<file path="src/rtl/gru_param_loader.sv">
// Streaming parameter loader for the gru datapath. Words arrive one per
// valid/ready beat in a fixed order (x, h, six weight matrices, six bias
// vectors) and are held in a register bank that drives the gru operands as
// flattened buses. An h write-back port lets y be recirculated as h between
// timesteps without a full reload.
module gru_param_loader #(
    parameter int INT_WIDTH   = 8,
    parameter int FRAC_WIDTH  = 8,
    parameter int WIDTH       = INT_WIDTH + FRAC_WIDTH + 1,
    parameter int INPUT_SIZE  = 4,
    parameter int HIDDEN_SIZE = 2,
    parameter int TOTAL_WORDS = INPUT_SIZE + HIDDEN_SIZE
                              + 3 * INPUT_SIZE * HIDDEN_SIZE
                              + 3 * HIDDEN_SIZE * HIDDEN_SIZE
                              + 6 * HIDDEN_SIZE,
    localparam int CW         = $clog2(TOTAL_WORDS + 1)
) (
    input  logic                                          clk_i,
    input  logic                                          rst_ni,
    input  logic                                          start_i,
    input  logic                                          s_valid_i,
    input  logic [WIDTH-1:0]                              s_data_i,
    input  logic                                          s_last_i,
    output logic                                          s_ready_o,
    input  logic                                          h_wr_i,
    input  logic [HIDDEN_SIZE*WIDTH-1:0]                  h_in_i,
    output logic [INPUT_SIZE*WIDTH-1:0]                   x_flat_o,
    output logic [HIDDEN_SIZE*WIDTH-1:0]                  h_flat_o,
    output logic [3*INPUT_SIZE*HIDDEN_SIZE*WIDTH-1:0]     w_i_flat_o,
    output logic [3*HIDDEN_SIZE*HIDDEN_SIZE*WIDTH-1:0]    w_h_flat_o,
    output logic [6*HIDDEN_SIZE*WIDTH-1:0]                b_flat_o,
    output logic                                          params_valid_o,
    output logic                                          busy_o,
    output logic                                          err_o,
    output logic [CW-1:0]                                 word_count_o
);

    // Slot offsets of each operand group inside the bank
    localparam int X_OFF  = 0;
    localparam int H_OFF  = X_OFF + INPUT_SIZE;
    localparam int WI_OFF = H_OFF + HIDDEN_SIZE;
    localparam int WH_OFF = WI_OFF + 3 * INPUT_SIZE * HIDDEN_SIZE;
    localparam int B_OFF  = WH_OFF + 3 * HIDDEN_SIZE * HIDDEN_SIZE;

    typedef enum logic [1:0] {
        ST_IDLE = 2'd0,
        ST_LOAD = 2'd1,
        ST_DONE = 2'd2
    } state_t;

    state_t        state_q;
    logic [CW-1:0] count_q;
    logic          err_q;
    logic          pv_q;

    logic [WIDTH-1:0] bank_w [TOTAL_WORDS];

    // A beat is accepted in LOAD whenever valid is high; it is well framed
    // only if s_last marks exactly the final slot.
    logic is_last_slot;
    logic beat_acc;
    logic beat_ok;
    logic h_we;

    assign is_last_slot = (count_q == CW'(TOTAL_WORDS - 1));
    assign beat_acc     = (state_q == ST_LOAD) && s_valid_i;
    assign beat_ok      = beat_acc && (s_last_i == is_last_slot);
    assign h_we         = h_wr_i && (state_q != ST_LOAD);

    // Load sequencing: IDLE/DONE wait for start, LOAD counts framed beats
    always_ff @(posedge clk_i or negedge rst_ni) begin
        if (!rst_ni) begin
            state_q <= ST_IDLE;
            count_q <= '0;
            err_q   <= 1'b0;
            pv_q    <= 1'b0;
        end else begin
            case (state_q)
                ST_IDLE, ST_DONE: begin
                    if (start_i) begin
                        state_q <= ST_LOAD;
                        count_q <= '0;
                        err_q   <= 1'b0;
                        pv_q    <= 1'b0;
                    end
                end
                ST_LOAD: begin
                    if (beat_acc) begin
                        if (!beat_ok) begin
                            // Framing error: drop the beat and abandon the load
                            err_q   <= 1'b1;
                            state_q <= ST_IDLE;
                        end else begin
                            count_q <= count_q + 1'b1;
                            if (is_last_slot) begin
                                state_q <= ST_DONE;
                                pv_q    <= 1'b1;
                            end
                        end
                    end
                end
                default: state_q <= ST_IDLE;
            endcase
        end
    end

    // One register per bank slot; h slots also take the write-back port
    for (genvar gi = 0; gi < TOTAL_WORDS; gi++) begin : g_slot
        localparam bit IS_H = (gi >= H_OFF) && (gi < H_OFF + HIDDEN_SIZE);
        localparam int HK   = IS_H ? (gi - H_OFF) : 0;

        logic [WIDTH-1:0] word_q;
        logic [WIDTH-1:0] word_d;
        logic             word_we;

        // Stream write and h write-back never coincide: one needs LOAD, the other not
        always_comb begin
            word_we = 1'b0;
            word_d  = word_q;
            if (beat_ok && (count_q == CW'(gi))) begin
                word_we = 1'b1;
                word_d  = s_data_i;
            end else if (IS_H && h_we) begin
                word_we = 1'b1;
                word_d  = h_in_i[HK*WIDTH +: WIDTH];
            end
        end

        // Slot storage, cleared by reset so no partial load survives
        always_ff @(posedge clk_i or negedge rst_ni) begin
            if (!rst_ni) begin
                word_q <= '0;
            end else if (word_we) begin
                word_q <= word_d;
            end
        end

        assign bank_w[gi] = word_q;
    end

    // Map bank slots onto the operand buses; element e of a group at bits e*WIDTH
    for (genvar gi = 0; gi < INPUT_SIZE; gi++) begin : g_x
        assign x_flat_o[gi*WIDTH +: WIDTH] = bank_w[X_OFF + gi];
    end
    for (genvar gi = 0; gi < HIDDEN_SIZE; gi++) begin : g_h
        assign h_flat_o[gi*WIDTH +: WIDTH] = bank_w[H_OFF + gi];
    end
    for (genvar gi = 0; gi < 3 * INPUT_SIZE * HIDDEN_SIZE; gi++) begin : g_wi
        assign w_i_flat_o[gi*WIDTH +: WIDTH] = bank_w[WI_OFF + gi];
    end
    for (genvar gi = 0; gi < 3 * HIDDEN_SIZE * HIDDEN_SIZE; gi++) begin : g_wh
        assign w_h_flat_o[gi*WIDTH +: WIDTH] = bank_w[WH_OFF + gi];
    end
    for (genvar gi = 0; gi < 6 * HIDDEN_SIZE; gi++) begin : g_b
        assign b_flat_o[gi*WIDTH +: WIDTH] = bank_w[B_OFF + gi];
    end

    assign s_ready_o      = (state_q == ST_LOAD);
    assign busy_o         = (state_q == ST_LOAD);
    assign params_valid_o = pv_q;
    assign err_o          = err_q;
    assign word_count_o   = count_q;

endmodule

</file>
<file path="config.mk">
export PLATFORM = sky130hd
export DESIGN_NAME = gru_param_loader
export DESIGN_NICKNAME = d
export VERILOG_FILES = /design/src/rtl/gru_param_loader.sv
export SDC_FILE = /design/constraint.sdc
export NUM_CORES = 1
export LEC_CHECK = 0
export CORE_AREA = 2 2 386 388
export CTS_CLUSTER_DIAMETER = 80
export DETAILED_ROUTE_END_ITERATION = 7
export DIE_AREA = 0 0 388 390
export PLACE_DENSITY = 0.57
export SLEW_MARGIN = 30
export SYNTH_ARGS = -nofsm -noshare
export SYNTH_HDL_FRONTEND = slang
export SYNTH_SLANG_ARGS = --single-unit
</file>
<file path="constraint.sdc">
create_clock -name clk_i -period 3.1 [get_ports clk_i]
set_clock_uncertainty 0.15 [all_clocks]
set_input_delay 0.31 -clock clk_i [delete_from_list [all_inputs] [get_ports clk_i]]
set_output_delay 0.31 -clock clk_i [all_outputs]
set_load 0.005 [all_outputs]
</file>
==> reports/metrics.cfg, run 1 <==
[outcome]
outcome=completed

[synthesis]
synth_cells=2281
yosysWarnings=0
synthTopCellsByArea=dfrtp_1, mux2_2, mux2_4
yosysUniqueCellTypes=48
synth_seq_cells=928
syn_nets=2342
synth_top_area_frac=0.6466
netlist_area_um2=35920
synth_top_area_cell=dfrtp_1
syn_avg_cell_area_um2=15.75
ys_seq_area_frac=0.6466

[timing]
finalCritPeriodShare=0.9309
report.final.slew_viol_count=0
tightest_slew_ns=1.008
grt_setup_unrepaired=no
finalSetupViolCount=0
hold_viol=0
fin_crit_ns=2.886
fin_tns_setup_ns=0
fmax_ghz=0.3465
slew_headroom=0.3279

[die]
die_h_um=390
dieArea_um2=151300
io_pins=985
core-area_um2=147100
core.rowCount=141
dieWidth_um=388
start_util=0.2441

[placement]
gp_congestion=0.7851
io_buffers=984
hpwl_mm=97.59

[final_layout]
drive_above_1_share=0.3579
layout_common_cells=clkdlybuf4s50_1, dfrtp_1, mux2_2, clkbuf_16, nand2_1
area_growth_pct=46.51
final_common_cell=clkdlybuf4s50_1
nets=3372

[clocking]
cts-root-buf=clkbuf_16
numClockSinks=928
clkTransAtPathRegs_ns=0.06
htreeDepth=3
post_cts_buffers=0
clockBufferDepth=3
cts_tree=yes
cts_inserted_buffers=107
clk_latency_ns=0.71

[drt]
viasPerCell=4.426
drtPass1Iterations=4
routedWlPerCell_um=26.81
ant_nets=0
num_vias=23650
drc_errors=0
wl_mm=143.2
first_iter_violations=1187

[global_routing]
grt_pass1_vias=24740
grt_max_degree=74
grt.overflow.total=0
antenna_found_initial=13
grt_pass1_wl_mm=198.7
grt_usage=0.1849

[min_path]
hold_path_class=input pin to flop

[critical_path]
arrival_ns=2.43
critPathCaptureType=output pin
worstSetupPathType=flop to output pin
crit_required_ns=2.64
worstPathMaxFanout=5
start_kind=flop

[power_and_ir_drop]
power.leakage_uw=0.02487
total_power_uw=29950
power.density_nw_per_um2=569.1
ir_drop_uv=380.1

[flow_run]
cap_violations=0

-- worst paths after layout --
| kind | cells past startpoint | endpoint | slack (ns) | start |
|---|---|---|---|---|
| min reg2reg | 2 | g_slot[53].word_q[11] | 0.32 | g_slot[53].word_q[11] |
| max reg2reg | 6 | g_slot[46].word_q[3] | 0.37 | word_count_o[0] |
| min in group asynchronous | 3 | g_slot[8].word_q[2] | 0.16 | rst_ni |
| min | 2 | g_slot[33].word_q[11] | 0.05 | s_data_i[11] |
| max | 3 | s_ready_o | 0.21 | state_q[1] |
| max in group asynchronous | 4 | g_slot[24].word_q[13] | 1.96 | rst_ni |
-- per-stage QoR --
step	worst slack, ns	hold slack (ns)	instance area (um^2)	utilization	cells
after global placement	0.3402	0.1325	48630	0.3305	5114
after CTS	0.1020	0.001597	52590	0.3574	5330
after detailed placement	0.2917	0.1317	48660	0.3307	5115
final	0.2141	0.05029	52620	0.3576	5343
after global routing	0.07469	0.02056	52590	0.3574	5330
after floorplan	0.7446	-0.1356	35920	-	2281
-- cell usage after synthesis (all sizes together) --
master,number
o21ai,25
ha,4
nor3,5
nor2,22
nand4,1
a31oi,1
and3b,1
and2b,3
nand2,109
nand2b,6
o2111ai,1
or4,2
inv,5
and2,5
and3,4
and4bb,2
mux2i,20
nor4b,2
or3,1
dfrtp,928
and4,1
o31ai,1
nand3b,2
nor4,2
buf,94
nand3,47
a21o,1
a22oi,17
mux2,867
o21a,4
clkbuf,96
nor2b,1
o22ai,1
-- worst max-delay path, stage by stage (launching register included) --
cell and delay (ns):
dfrtp_1 0.43, nand2b_1 0.36, inv_1 0.36, clkdlybuf4s50_1 0.57
-- power breakdown --
group	internal (uW)	switching, uW
Clock	7950	5360
Combinational	1820	1680
Sequential	12800	365
Total	22500	7400
-- metal layers --
layer / track usage / share of wire
met1: 0.2184 / 0.39
met2: 0.3143 / 0.49
met3: 0.05585 / 0.076
met4: 0.07237 / 0.040
met5: 0 / 0.000091
-- registers in the layout (all words and copies together), names as in the netlist --
signal,count
g_slot.word_q,918
word_count_o,6
state_q,2
err_o,1
params_valid_o,1
-- cells by family after synthesis --
logic type | synth area share
DFF | 0.6466
AOI/OAI and AO/OA | 0.008884
muxes | 0.2826
adders and majority gates | 0.001393
buffers and inverters | 0.02620
and+or+nand+nor | 0.03435
-- area by class of cell --
cell class | count | area (um^2)
inverters | 5 | 18.77
flip-flops and latches | 928 | 23220
clock buffers | 160 | 3168
diodes | 13 | 32.53
repair buffers | 1111 | 11420
clock inverters | 38 | 570.5
multi-input cells | 1158 | 11780
well taps | 1930 | 2415
fillers | 14290 | 94510
-- what timing repair did --
item | CTS | global route
endpoints found under the hold margin | 362 | 0
hold buffers | 17 | 0
resized for setup | 0 | 0
No activity file was read; power rests on OpenSTA's default activity.
==> run 2, diff against run 1 <==
--- a/config.mk
+++ b/config.mk
@@ -12,2 +12,3 @@
 export PLACE_DENSITY = 0.57
+export SKIP_CTS_REPAIR_TIMING = 1
 export SLEW_MARGIN = 30
--- a/constraint.sdc
+++ b/constraint.sdc
@@ -4,2 +4,2 @@
 set_output_delay 0.31 -clock clk_i [all_outputs]
-set_load 0.005 [all_outputs]
+set_load 0.05 [all_outputs]
==> reports/metrics.cfg, run 2 (same netlist as run 1, synthesis figures left out) <==
[die]
io_pins=985  ; unchanged
die_h_um=390  ; unchanged
start_util=0.2441  ; unchanged
dieWidth_um=388  ; unchanged
dieArea_um2=151300  ; unchanged
core.rowCount=141  ; unchanged
core-area_um2=147100  ; unchanged

[timing]
tightest_slew_ns=1.017  ; +0.008782 ns
hold_viol=0  ; unchanged
worst_hold_slack_ns=0.01930  ; -0.03100 ns
finalSetupViolCount=0  ; unchanged
fin_crit_ns=2.885  ; -0.001327 ns
finalCritPeriodShare=0.9305  ; about the same
fmax_ghz=0.3467  ; about the same
fin_tns_setup_ns=0  ; unchanged
grt_setup_unrepaired=no
report.final.slew_viol_count=0  ; unchanged
slew_headroom=0.3221  ; -0.005854

[power_and_ir_drop]
power.density_nw_per_um2=608.1  ; +6.9%
ir_drop_uv=637.3  ; +68%
power.leakage_uw=0.02471  ; -0.66%
total_power_uw=31770  ; +6.1%

[final_layout]
drive_above_1_share=0.3556  ; -0.002359
largest_reg_flops=918  ; unchanged
final_common_cell=clkdlybuf4s50_1
finalInstanceArea_um2=52240  ; -0.73%
top_register=g_slot.word_q
area_growth_pct=45.43
nets=3362  ; -0.30%
layout_common_cells=clkdlybuf4s50_1, dfrtp_1, mux2_2, clkbuf_16, nand2_1

[global_routing]
grt_usage=0.1842  ; -0.0006627
antenna_found_initial=17  ; +4
grt.overflow.total=0  ; unchanged
grt_pass1_wl_mm=197.5  ; -0.64%
grt_max_degree=117  ; +58%
grt_pass1_vias=24510  ; -0.91%

[critical_path]
start_kind=flop
crit_required_ns=2.64  ; about the same
cp_cell_sequence=buf_4, clkdlybuf4s50_1
arrival_ns=2.42  ; about the same
worstPathMaxFanout=11  ; +6
cpMaxStageDelayCell=clkdlybuf4s50_1
cp_top_family=buffers and inverters
worstSetupPathType=flop to output pin
critPathCaptureType=output pin
cpPeakStageDelay_ns=1.06  ; +0.49 ns
worst-path-buf-inv=2  ; unchanged

[drt]
drc_errors=0  ; unchanged
viasPerCell=4.452  ; +0.61%
routedWlPerCell_um=26.84  ; +0.12%
num_vias=23710  ; +0.27%
first_iter_violations=1139  ; -4.0%
drtPass1Iterations=7  ; +3
ant_nets=0  ; unchanged
wl_mm=142.9  ; -0.22%

[clocking]
cts_inserted_buffers=106  ; -0.93%
numClockSinks=928  ; unchanged
clkTransAtPathRegs_ns=0.06  ; about the same
clockBufferDepth=3  ; unchanged
clk_latency_ns=0.70  ; about the same
cts-root-buf=clkbuf_16
htreeDepth=3  ; unchanged
cts_tree=yes

[min_path]
hold_path_class=input pin to flop

[placement]
dpl_cell_area_um2=48530  ; -0.28%
hpwl_mm=97.31  ; -0.28%
io_buffers=984  ; unchanged
gp_congestion=0.7693  ; -2.0%

[flow_run]
cap_violations=0  ; unchanged

[outcome]
outcome=completed

run 2: cell count changes in the layout (fill, tap and decap cells not counted), sizes merged:
cell / before / now
clkbuf: 160 / 165
diode: 13 / 9
clkinv: 16 / 15
bufinv: 10 / 6
buf: 129 / 124
inv: 16 / 12
clkinvlp: 1 / 0
dlygate4sd3: 16 / 12
run 2: stage by stage:
stage | instances | worst slack, ns | utilization
after global placement | 5111 | 0.2794 | 0.3298
after global routing | 5316 | 0.07493 | 0.3549
after CTS | 5304 | 0.1092 | 0.3540
after floorplan | 2281 | 0.4396 | -
after detailed placement | 5111 | 0.2626 | 0.3298
final | 5325 | 0.2154 | 0.3550
run 2: power breakdown:
part	leakage, uW	switching (uW)	internal, uW	total (uW)
clock	0.00176	5270	7570	12800
combinational	0.0101	4000	1800	5800
sequential	0.0128	363	12800	13100
total	0.0247	9630	22100	31800
run 2: worst reg2reg max path, stage by stage, from the launching register on:
cell	delay, ns
dfrtp_1	0.45
inv_1	0.12
ha_1	0.42
and4bb_2	0.35
and3_1	0.81
a22oi_1	0.18
nand2_1	0.12
run 2: path summary, 6_finish.rpt:
path / from / endpoint / slack (ns) / depth (start not counted)
max in group asynchronous: rst_ni / g_slot[47].word_q[11] / 1.53 / 3
worst min-delay path: s_data_i[7] / g_slot[53].word_q[7] / 0.02 / 3
worst max-delay path: word_count_o[2] / word_count_o[2] / 0.22 / 2
worst max register to register: word_count_o[1] / g_slot[5].word_q[5] / 0.44 / 6
worst min register to register: g_slot[53].word_q[2] / g_slot[53].word_q[2] / 0.32 / 2
min in group asynchronous: rst_ni / g_slot[8].word_q[2] / 0.06 / 2
run 2: area by class of cell:
cell class / instances / area, um^2
Fill cell: 14310 / 94900
Sequential cell: 928 / 23220
Multi-Input combinational cell: 1158 / 11780
Timing Repair Buffer: 1102 / 11210
Clock buffer: 165 / 3184
Tap cell: 1930 / 2415
Clock inverter: 28 / 382.9
Antenna cell: 9 / 22.52
Inverter: 5 / 18.77
run 2: per-layer routing:
metal  up-vias  GRT usage  wire length, um
li1      10030          -                -
met1     12610     0.2174            55620
met2       837     0.3123            70480
met3       226    0.05691            11540
met4         4    0.07266             5251
met5         -          0               28
